### src/rtl/out_byte_uart_tx_pkg.sv
// Shared definitions for the debug-byte UART transmitter: FSM encoding and
// serial frame geometry.
package out_byte_uart_tx_pkg;

   localparam int DATA_BITS = 8;

   typedef enum logic [1:0] {
      ST_IDLE  = 2'd0,
      ST_START = 2'd1,
      ST_DATA  = 2'd2,
      ST_STOP  = 2'd3
   } uart_state_t;

endpackage : out_byte_uart_tx_pkg

### src/rtl/out_byte_uart_tx_sync_fifo.sv
// Single-clock FIFO with a show-ahead head entry: dout always presents the
// oldest byte, so a consumer latches it on the same edge it pops.
// Pop must only be asserted when the FIFO is not empty.
module sync_fifo
   import out_byte_uart_tx_pkg::*;
#(
   parameter int FIFO_AW = 4
) (
   input  logic                 clk,
   input  logic                 resetn,
   input  logic                 push,
   input  logic                 pop,
   input  logic [DATA_BITS-1:0] din,
   output logic [DATA_BITS-1:0] dout,
   output logic [FIFO_AW:0]     level,
   output logic                 full,
   output logic                 empty
);

   localparam int DEPTH = 2 ** FIFO_AW;
   localparam int LVL_W = FIFO_AW + 1;

   logic [DATA_BITS-1:0] r_mem [DEPTH];
   logic [FIFO_AW-1:0]   r_wr_ptr;
   logic [FIFO_AW-1:0]   r_rd_ptr;
   logic [LVL_W-1:0]     r_level;

   // Storage array; no reset, contents are only meaningful below the level.
   always_ff @(posedge clk) begin
      if (push) begin
         r_mem[r_wr_ptr] <= din;
      end
   end

   // Pointers wrap modulo depth; level tracks occupancy including push+pop.
   always_ff @(posedge clk) begin
      if (!resetn) begin
         r_wr_ptr <= '0;
         r_rd_ptr <= '0;
         r_level  <= '0;
      end else begin
         if (push) begin
            r_wr_ptr <= r_wr_ptr + 1'b1;
         end
         if (pop) begin
            r_rd_ptr <= r_rd_ptr + 1'b1;
         end
         case ({push, pop})
            2'b10:   r_level <= r_level + 1'b1;
            2'b01:   r_level <= r_level - 1'b1;
            default: r_level <= r_level;
         endcase
      end
   end

   assign dout  = r_mem[r_rd_ptr];
   assign level = r_level;
   assign full  = (r_level == LVL_W'(DEPTH));
   assign empty = (r_level == '0);

endmodule : sync_fifo

### src/rtl/out_byte_uart_tx.sv
// Debug byte port to asynchronous serial bridge. Bytes strobed in by the CPU
// are queued and sent LSB first as 8N1/8N2 on txd. The port cannot stall the
// CPU, so bytes arriving at a full queue are dropped and flagged in a sticky
// overflow bit.
module out_byte_uart_tx
   import out_byte_uart_tx_pkg::*;
#(
   parameter int CLK_DIV   = 16,
   parameter int FIFO_AW   = 4,
   parameter int STOP_BITS = 1
) (
   input  logic               clk,
   input  logic               resetn,
   input  logic [7:0]         in_byte,
   input  logic               in_valid,
   input  logic               ovf_clear,
   output logic               txd,
   output logic               tx_busy,
   output logic [FIFO_AW:0]   fifo_level,
   output logic               fifo_full,
   output logic               overflow
);

   localparam int BAUD_W = (CLK_DIV > 2) ? $clog2(CLK_DIV) : 1;
   localparam logic [BAUD_W-1:0] BAUD_LAST = BAUD_W'(CLK_DIV - 1);
   localparam logic [2:0]        LAST_DATA = 3'(DATA_BITS - 1);
   localparam logic [2:0]        LAST_STOP = 3'(STOP_BITS - 1);

   uart_state_t          r_state;
   uart_state_t          w_state_nxt;
   logic [BAUD_W-1:0]    r_baud;
   logic [BAUD_W-1:0]    w_baud_nxt;
   logic [2:0]           r_bit_idx;
   logic [2:0]           w_bit_idx_nxt;
   logic [7:0]           r_shift;
   logic [7:0]           w_shift_nxt;
   logic                 r_txd;
   logic                 w_txd_nxt;
   logic                 r_ovf;

   logic                 w_push;
   logic                 w_pop;
   logic                 w_drop;
   logic [7:0]           w_fifo_dout;
   logic                 w_fifo_full;
   logic                 w_fifo_empty;

   // A byte arriving at a full queue still fits if the head leaves this cycle.
   assign w_push = in_valid && (!w_fifo_full || w_pop);
   assign w_drop = in_valid && !w_push;

   sync_fifo #(
      .FIFO_AW (FIFO_AW)
   ) u_fifo (
      .clk    (clk),
      .resetn (resetn),
      .push   (w_push),
      .pop    (w_pop),
      .din    (in_byte),
      .dout   (w_fifo_dout),
      .level  (fifo_level),
      .full   (w_fifo_full),
      .empty  (w_fifo_empty)
   );

   // Frame sequencing: next state, baud/bit counters, shifter and next txd.
   always_comb begin
      w_state_nxt   = r_state;
      w_baud_nxt    = r_baud;
      w_bit_idx_nxt = r_bit_idx;
      w_shift_nxt   = r_shift;
      w_txd_nxt     = r_txd;
      w_pop         = 1'b0;

      case (r_state)
         ST_IDLE: begin
            w_txd_nxt = 1'b1;
            if (!w_fifo_empty) begin
               w_pop       = 1'b1;
               w_shift_nxt = w_fifo_dout;
               w_baud_nxt  = BAUD_LAST;
               w_txd_nxt   = 1'b0;
               w_state_nxt = ST_START;
            end
         end

         ST_START: begin
            if (r_baud == '0) begin
               w_baud_nxt    = BAUD_LAST;
               w_bit_idx_nxt = 3'd0;
               w_txd_nxt     = r_shift[0];
               w_state_nxt   = ST_DATA;
            end else begin
               w_baud_nxt = r_baud - 1'b1;
            end
         end

         ST_DATA: begin
            if (r_baud == '0) begin
               w_baud_nxt = BAUD_LAST;
               if (r_bit_idx == LAST_DATA) begin
                  w_bit_idx_nxt = 3'd0;
                  w_txd_nxt     = 1'b1;
                  w_state_nxt   = ST_STOP;
               end else begin
                  w_shift_nxt   = {1'b0, r_shift[7:1]};
                  w_bit_idx_nxt = r_bit_idx + 3'd1;
                  w_txd_nxt     = r_shift[1];
               end
            end else begin
               w_baud_nxt = r_baud - 1'b1;
            end
         end

         ST_STOP: begin
            // bit_idx doubles as the stop-bit counter here.
            if (r_baud == '0) begin
               if (r_bit_idx == LAST_STOP) begin
                  w_bit_idx_nxt = 3'd0;
                  if (!w_fifo_empty) begin
                     w_pop       = 1'b1;
                     w_shift_nxt = w_fifo_dout;
                     w_baud_nxt  = BAUD_LAST;
                     w_txd_nxt   = 1'b0;
                     w_state_nxt = ST_START;
                  end else begin
                     w_txd_nxt   = 1'b1;
                     w_state_nxt = ST_IDLE;
                  end
               end else begin
                  w_bit_idx_nxt = r_bit_idx + 3'd1;
                  w_baud_nxt    = BAUD_LAST;
               end
            end else begin
               w_baud_nxt = r_baud - 1'b1;
            end
         end

         default: begin
            w_txd_nxt   = 1'b1;
            w_state_nxt = ST_IDLE;
         end
      endcase
   end

   // Control registers; reset abandons any frame and returns the line to idle.
   always_ff @(posedge clk) begin
      if (!resetn) begin
         r_state   <= ST_IDLE;
         r_baud    <= '0;
         r_bit_idx <= 3'd0;
         r_txd     <= 1'b1;
      end else begin
         r_state   <= w_state_nxt;
         r_baud    <= w_baud_nxt;
         r_bit_idx <= w_bit_idx_nxt;
         r_txd     <= w_txd_nxt;
      end
   end

   // Shift register holds payload only, so it needs no reset.
   always_ff @(posedge clk) begin
      r_shift <= w_shift_nxt;
   end

   // Sticky drop flag; a drop in the same cycle as a clear keeps it set.
   always_ff @(posedge clk) begin
      if (!resetn) begin
         r_ovf <= 1'b0;
      end else if (w_drop) begin
         r_ovf <= 1'b1;
      end else if (ovf_clear) begin
         r_ovf <= 1'b0;
      end
   end

   assign txd       = r_txd;
   assign tx_busy   = (r_state != ST_IDLE);
   assign fifo_full = w_fifo_full;
   assign overflow  = r_ovf;

endmodule : out_byte_uart_tx
### config.mk
export PLATFORM = sky130hd
export DESIGN_NAME = out_byte_uart_tx
export DESIGN_NICKNAME = d
export VERILOG_FILES = /design/src/rtl/out_byte_uart_tx_pkg.sv /design/src/rtl/out_byte_uart_tx_sync_fifo.sv /design/src/rtl/out_byte_uart_tx.sv
export SDC_FILE = /design/constraint.sdc
export NUM_CORES = 1
export LEC_CHECK = 0
export ABC_AREA = 1
export ABC_CLOCK_PERIOD_IN_PS = 3700
export CAP_MARGIN = 25
export CORE_MARGIN = 2
export CORE_UTILIZATION = 49
export CTS_BUF_LIST = sky130_fd_sc_hd__clkbuf_8
export CTS_CLUSTER_SIZE = 16
export DETAILED_ROUTE_END_ITERATION = 16
export PLACE_DENSITY = 0.66
export SETUP_SLACK_MARGIN = 0.3
export SYNTH_ARGS = -nofsm -noshare
export SYNTH_HDL_FRONTEND = slang
export SYNTH_SLANG_ARGS = --single-unit
### constraint.sdc
create_clock -name clk -period 3.7 [get_ports clk]
set_input_delay 0.74 -clock clk [delete_from_list [all_inputs] [get_ports clk]]
set_output_delay 0.74 -clock clk [all_outputs]
set_load 0.05 [all_outputs]
==> flow_summary.json, run 1 <==
{
  "min_to": "overflow",
  "core-area_mm2": 0.01437,
  "antenna_found_initial": 0,
  "die_area_mm2": 0.01558,
  "fin_setup_tns_ns": 0,
  "gr-usage-met3_pct": 3.866,
  "finClkSkew_ns": 0.01464,
  "cpMaxStageDelayCell": "clkdlybuf4s50_1",
  "crit_buf_inv": 1,
  "cts.repair.resized": 0,
  "synth_edf_count": 136,
  "min_from": "overflow",
  "die_w_um": 124.8,
  "synth_cell_types": 29,
  "synth_cells": 671,
  "ff2ff_setup_slack_ns": 0.75,
  "status": "completed",
  "post_cts.repair.setup_buffers": 0,
  "grt_pass1_wl_mm": 25.67,
  "synthAdderAreaFrac_pct": 3.150,
  "r2r-start": "r_state[0]",
  "use_met1_pct": 29.07,
  "ys_warn_count": 0,
  "muxShareOfSynthArea_pct": 0,
  "cp_common_cell": "nor2_1",
  "cts_tree": "yes",
  "clk_pin_slew_ns": 0.08,
  "clock-root-buffer": "clkbuf_8",
  "fin_ws_ns": 0.7139,
  "slew_headroom_pct": 37.99,
  "clk_latency_ns": 0.44,
  "synth_top_family_by_area": "simple AND/OR/NAND/NOR gates",
  "grt_use_total_pct": 21.26,
  "htree_num_levels": 4,
  "finalCritPeriodShare_pct": 80.70,
  "hold_viol": 0,
  "synth.largest_area_cell": "edfxtp_1",
  "rows": 44,
  "ys_seq_area_share_pct": 64.95,
  "dp_hpwl_mm": 9.935,
  "wire_per_inst_um": 17.45,
  "setup_viol": 0,
  "synth_xor_area_share_pct": 1.102,
  "rr_endpoint": "u_fifo.level[4]",
  "drive_gt1_share_pct": 8.531,
  "wl_mm": 15.69,
  "antenna_left": 0,
  "clk_path_buf_depth": 2,
  "clock_sinks": 164,
  "syn_avg_cell_area_um2": 10.66,
  "vdd_ir_drop_max_mv": 0.5945,
  "reg2reg_depth": 19,
  "period_minus_slack_ns": 2.986,
  "synth_top_area_share_pct": 57.11,
  "dr.pass1.iters": 5,
  "cp.depth": 4,
  "drv_slew": 0,
  "io_pins": 21,
  "postSynth.asyncResetShare_pct": 0,
  "synth_area_leaders": "edfxtp_1 57%, dfxtp_1 7.8%, nor2_1 5.9%, o21ai_0 5.5%, nand3_1 3.5%",
  "arrival_ns": 2.25,
  "cts_buffers": 17,
  "synth_compound_area_share_pct": 10.46,
  "critPathMaxFanout": 5,
  "syn_nets": 701,
  "synth_flop_cell": "edfxtp_1",
  "worstSetupStartpointType": "flop",
  "synthTopCellsByCount": "136 x edfxtp_1, 113 x nor2_1, 78 x o21ai_0",
  "grt_overflow": 0,
  "yosys.area_share.simple_pct": 15.42,
  "cts_hold_buf": 0,
  "first_global_vias": 4910,
  "vias_per_cell": 5.521,
  "leakage_nw": 2.943,
  "synth_most_common_cell": "edfxtp_1",
  "holdCritPathClass": "reg2reg",
  "diodes": 0,
  "worstMarginPinSlew_ns": 0.9244,
  "p_per_area_mw_per_mm2": 652.8,
  "critPathTopFamily": "buffers and inverters",
  "io_buffers": 20,
  "synth_area_mm2": 0.007151,
  "rsz0062_at_grt": "no",
  "grt_busiest_layer": "met2",
  "die-height_um": 124.8,
  "preCtsSetupSlack_ns": 0.7612,
  "criticalPathCategory": "reg2out",
  "drv_cap": 0,
  "hold-path-cell-count": 2,
  "cpPeakStageDelay_ns": 0.88,
  "gp_congestion": 0.8110,
  "drt-initial-drc-count": 502,
  "grt_start_max_net_pins": 78,
  "start_util_pct": 49.76,
  "max_freq_ghz": 0.3349,
  "endpoint_kind": "output port",
  "vias": 4963,
  "drc": 0,
  "crit_chain": "nor2_1 > nand2_1 > nor2_1 > clkdlybuf4s50_1",
  "use_met2_pct": 33.88,
  "nNetsFinal": 732,
  "worstPathRequired_ns": 2.96,
  "ys_seq_elements": 164,
  "syn_to_final_growth_pct": 10.67
}
==> how the worst max path moves through the flow <==
stage | slack [ns] | end | from
finish | 0.71 | fifo_full | u_fifo.level[0]
floorplan | 0.51 | u_fifo.level[4] | u_fifo.level[4]
global route | 0.52 | u_fifo.level[4] | r_state[0]
detailed placement | 0.76 | u_fifo.level[4] | in_valid
CTS | 0.69 | fifo_full | u_fifo.level[0]
global placement | 0.88 | u_fifo.level[4] | in_valid
==> report_power, final <==
group	total [mW]	switching (mW)	internal (mW)	leakage, nW
sequential	2.30	0.105	2.20	1.47
clock	1.07	0.624	0.448	0.187
combinational	1.79	1.24	0.550	1.29
total	5.17	1.97	3.20	2.94
==> cell families after synthesis <==
family / count (synthesis)
AO/OA/AOI/OAI: 137
AND/OR/NAND/NOR: 258
adder cells (fa/ha/maj): 18
XOR/XNOR: 9
buffers and inverters: 85
flip-flops: 164
==> worst min-delay path: cells and delay by family, from the launching register on <==
kind	cells	cell delay (ns)
flops	1	0.32
compound gates	1	0.05
simple gates	1	0.06
==> through the flow <==
stage               hold slack, ns  cells  total power, mW  utilization (%)  instance area [um2]
floorplan                   0.4468    671            3.634                -                 7151
global placement            0.4570    867            4.056            52.86                 7595
detailed placement          0.4684    867            4.123            52.86                 7595
CTS                         0.4822    899            5.194            55.08                 7914
global route                0.5107    899            5.534            55.08                 7914
finish                      0.4744    899            5.166            55.08                 7914
==> layer usage <==
metal	vias up	wire (um)	share of wire, %
met5	-	0	0
met4	0	365	2.3
met3	22	824	5.3
met2	170	7539	48
met1	2379	6960	44
li1	2392	-	-
==> cell usage in the layout, fill, tap and decap left out, types with 4 or more instances in the layout <==
master and count:
clkbuf_8 17, ha_1 18, inv_1 57, o211ai_1 16
clkinv_1 4, buf_4 20, xor2_1 7, nand3_1 50
nor3_1 18, o21ai_0 78, nand2_1 65, dfxtp_1 27
nand2_2 4, a21oi_1 33, clkdlybuf4s50_1 20, nor2_1 113
edfxtp_1 136, clkinv_2 4
==> final cells by class <==
| type | count | area, um2 |
|---|---|---|
| multi-input cells | 422 | 2155 |
| repair buffers | 40 | 350.3 |
| inverters | 57 | 214.0 |
| fillers | 1240 | 6455 |
| flip-flops and latches | 164 | 4646 |
| well taps | 184 | 230.2 |
| clock inverters | 15 | 85.08 |
| clock buffers | 17 | 234.0 |
==> flip-flops by register name, indices dropped and copies added, names as in the netlist, named ones only <==
name	flops
u_fifo.level	5
r_bit_idx	3
u_fifo.r_mem	128
u_fifo.r_rd_ptr	4
overflow	1
u_fifo.r_wr_ptr	4
r_baud	4
r_shift	8
r_state	2
txd	1
(Power assumes the default switching activity.)
==> run 2: changes to the inputs <==
--- a/config.mk
+++ b/config.mk
@@ -6,14 +6,14 @@
 export NUM_CORES = 1
 export LEC_CHECK = 0
 export ABC_AREA = 1
-export ABC_CLOCK_PERIOD_IN_PS = 3700
+export ABC_CLOCK_PERIOD_IN_PS = 2440
 export CAP_MARGIN = 25
 export CORE_MARGIN = 2
 export CORE_UTILIZATION = 49
 export CTS_BUF_LIST = sky130_fd_sc_hd__clkbuf_8
 export CTS_CLUSTER_SIZE = 16
 export DETAILED_ROUTE_END_ITERATION = 16
-export PLACE_DENSITY = 0.66
+export PLACE_DENSITY = 0.68
 export SETUP_SLACK_MARGIN = 0.3
 export SYNTH_ARGS = -nofsm -noshare
 export SYNTH_HDL_FRONTEND = slang
==> constraint.sdc (replaced) <==
create_clock -name clk -period 2.44 [get_ports clk]
set_input_delay 0.488 -clock clk [delete_from_list [all_inputs] [get_ports clk]]
set_output_delay 0.488 -clock clk [all_outputs]
set_load 0.05 [all_outputs]
==> run 2 against run 1 <==
Critical path depth is 15 higher; worst setup slack worse by 0.60 ns; via count is 1.3% higher; total power is 71% higher; critical path type is now reg2reg.
==> flow_summary.json, run 2 (synthesis gave the netlist of run 1 again) <==
{
  "status": "completed",
  "io_buffers": 20,
  "first_global_vias": 5014,
  "max_freq_ghz": 0.4308,
  "dp_hpwl_mm": 9.988,
  "finClkSkew_ns": 0.01707,
  "crit_chain": "inv_2 > ha_4 > inv_2 > nand2_2 > inv_2 > nand2_4 > nand2_4 > nand2_4 > ha_4 > xor2_2 > ha_2 > inv_2 > nand2_2 > nand3_2 > nand2_1 > nand2_1 > nand2_1 > nand2_1 > a21oi_2",
  "cts_hold_buf": 0,
  "antenna_found_initial": 0,
  "placed_cell_area_mm2": 0.007794,
  "worstPathRequired_ns": 2.82,
  "hold_slack_ns": 0.4701,
  "grt_overflow": 0,
  "cts_tree": "yes",
  "nNetsFinal": 753,
  "leakage_nw": 3.133,
  "top_register": "u_fifo.r_mem",
  "drive_gt1_share_pct": 19.16,
  "die-height_um": 124.8,
  "drt-initial-drc-count": 491,
  "cts_buffers": 17,
  "wire_per_inst_um": 17.68,
  "grt_start_max_net_pins": 78,
  "arrival_ns": 2.70,
  "die_area_mm2": 0.01558,
  "worstSetupStartpointType": "flop",
  "cpPeakStageDelay_ns": 0.37,
  "layout_common_cells": "136 x edfxtp_1, 108 x nor2_1, 76 x o21ai_0",
  "vias": 5027,
  "hold-path-cell-count": 2,
  "diodes": 0,
  "vdd_ir_drop_max_mv": 0.8753,
  "slew_headroom_pct": 52.50,
  "clock-root-buffer": "clkbuf_8",
  "drc": 0,
  "cpMaxStageDelayCell": "dfxtp_4",
  "antenna_left": 0,
  "period_minus_slack_ns": 2.321,
  "dr.pass1.iters": 5,
  "core-area_mm2": 0.01437,
  "final_common_cell": "edfxtp_1",
  "clk_pin_slew_ns": 0.09,
  "clk_path_buf_depth": 2,
  "p_per_area_mw_per_mm2": 1044,
  "htree_num_levels": 4,
  "start_util_pct": 49.76,
  "preCtsSetupSlack_ns": -0.0001310,
  "syn_to_final_growth_pct": 18.37,
  "rows": 44,
  "wl_mm": 16.26,
  "setup_viol": 0,
  "worstMarginPinSlew_ns": 0.7103,
  "drv_cap": 0,
  "fin_area_mm2": 0.008464,
  "critPathMaxFanout": 4,
  "largest_reg_flops": 128,
  "gp_congestion": 0.8884,
  "drv_slew": 0,
  "reg2reg_depth": 19,
  "finalCritPeriodShare_pct": 95.13,
  "grt_use_total_pct": 21.50,
  "die_w_um": 124.8,
  "rsz0062_at_grt": "yes",
  "ff2ff_setup_slack_ns": 0.12,
  "clock_sinks": 164,
  "holdCritPathClass": "reg2reg",
  "criticalPathCategory": "reg2reg",
  "hold_viol": 0,
  "io_pins": 21,
  "vias_per_cell": 5.464,
  "endpoint_kind": "flop",
  "clk_latency_ns": 0.46,
  "fin_ws_ns": 0.1189,
  "grt_pass1_wl_mm": 25.64,
  "final_util_pct": 58.91
}
## run 2: critical path, delay by kind of cell, from the launching register on
family                     cells  cell delay [ns]
adders and majority gates      3             0.63
DFF                            1             0.37
buffers and inverters          4             0.20
and+or+nand+nor               10             0.75
AOI/OAI and AO/OA              1             0.13
xor gates and xnor gates       1             0.16
## run 2: stage by stage
| stage | std cells | power [mW] | TNS [ns] |
|---|---|---|---|
| floorplan | 671 | 5.621 | 0 |
| global placement | 876 | 6.354 | 0 |
| detailed placement | 876 | 6.477 | -0.0001310 |
| CTS | 917 | 8.726 | 0 |
| global route | 920 | 9.348 | -0.02935 |
| finish | 920 | 8.835 | 0 |
## run 2: worst paths after layout
check                  start               to
setup / recovery  r_state[0]  u_fifo.level[4]
hold / removal           txd              txd
setup reg to reg  r_state[0]  u_fifo.level[4]
hold reg to reg          txd              txd
## run 2: cell type report
class / instances / area (um2)
clock inverter: 15 / 203.9
sequential: 164 / 4672
tap: 184 / 230.2
timing repair buffer: 61 / 536.8
clock buffer: 17 / 234.0
fill: 1174 / 5904
multi-input combinational: 422 / 2367
inverter: 57 / 220.2
## run 2: repair_timing
item                                   4_1_cts  5_1_grt
gates resized for setup                     28       30
buffers inserted                             9        3
endpoints found under the hold margin        0        0
pin swaps                                   12       11
setup endpoints to repair                   12      136
## run 2: per-layer routing
| metal | routed length (um) | up-vias | global-route usage [%] |
|---|---|---|---|
| li1 | - | 2434 | - |
| met1 | 6892 | 2452 | 27.15 |
| met2 | 8268 | 116 | 36.07 |
| met3 | 803 | 25 | 4.811 |
| met4 | 298 | 0 | 8.592 |
| met5 | 0 | - | 0 |
## run 2: power by group
part	total, mW	switching (mW)	internal, mW
combinational	3.16	2.06	1.10
sequential	3.54	0.180	3.36
clock	2.14	1.02	1.13
==> run 3: changes to the inputs <==
--- a/config.mk
+++ b/config.mk
@@ -7,7 +7,7 @@
 export LEC_CHECK = 0
 export ABC_AREA = 1
 export ABC_CLOCK_PERIOD_IN_PS = 2440
-export CAP_MARGIN = 25
+export CAP_MARGIN = 20
 export CORE_MARGIN = 2
 export CORE_UTILIZATION = 49
 export CTS_BUF_LIST = sky130_fd_sc_hd__clkbuf_8
==> results of run 3 <==
The final DEF is identical to that of run 2; final timing and power are the same.
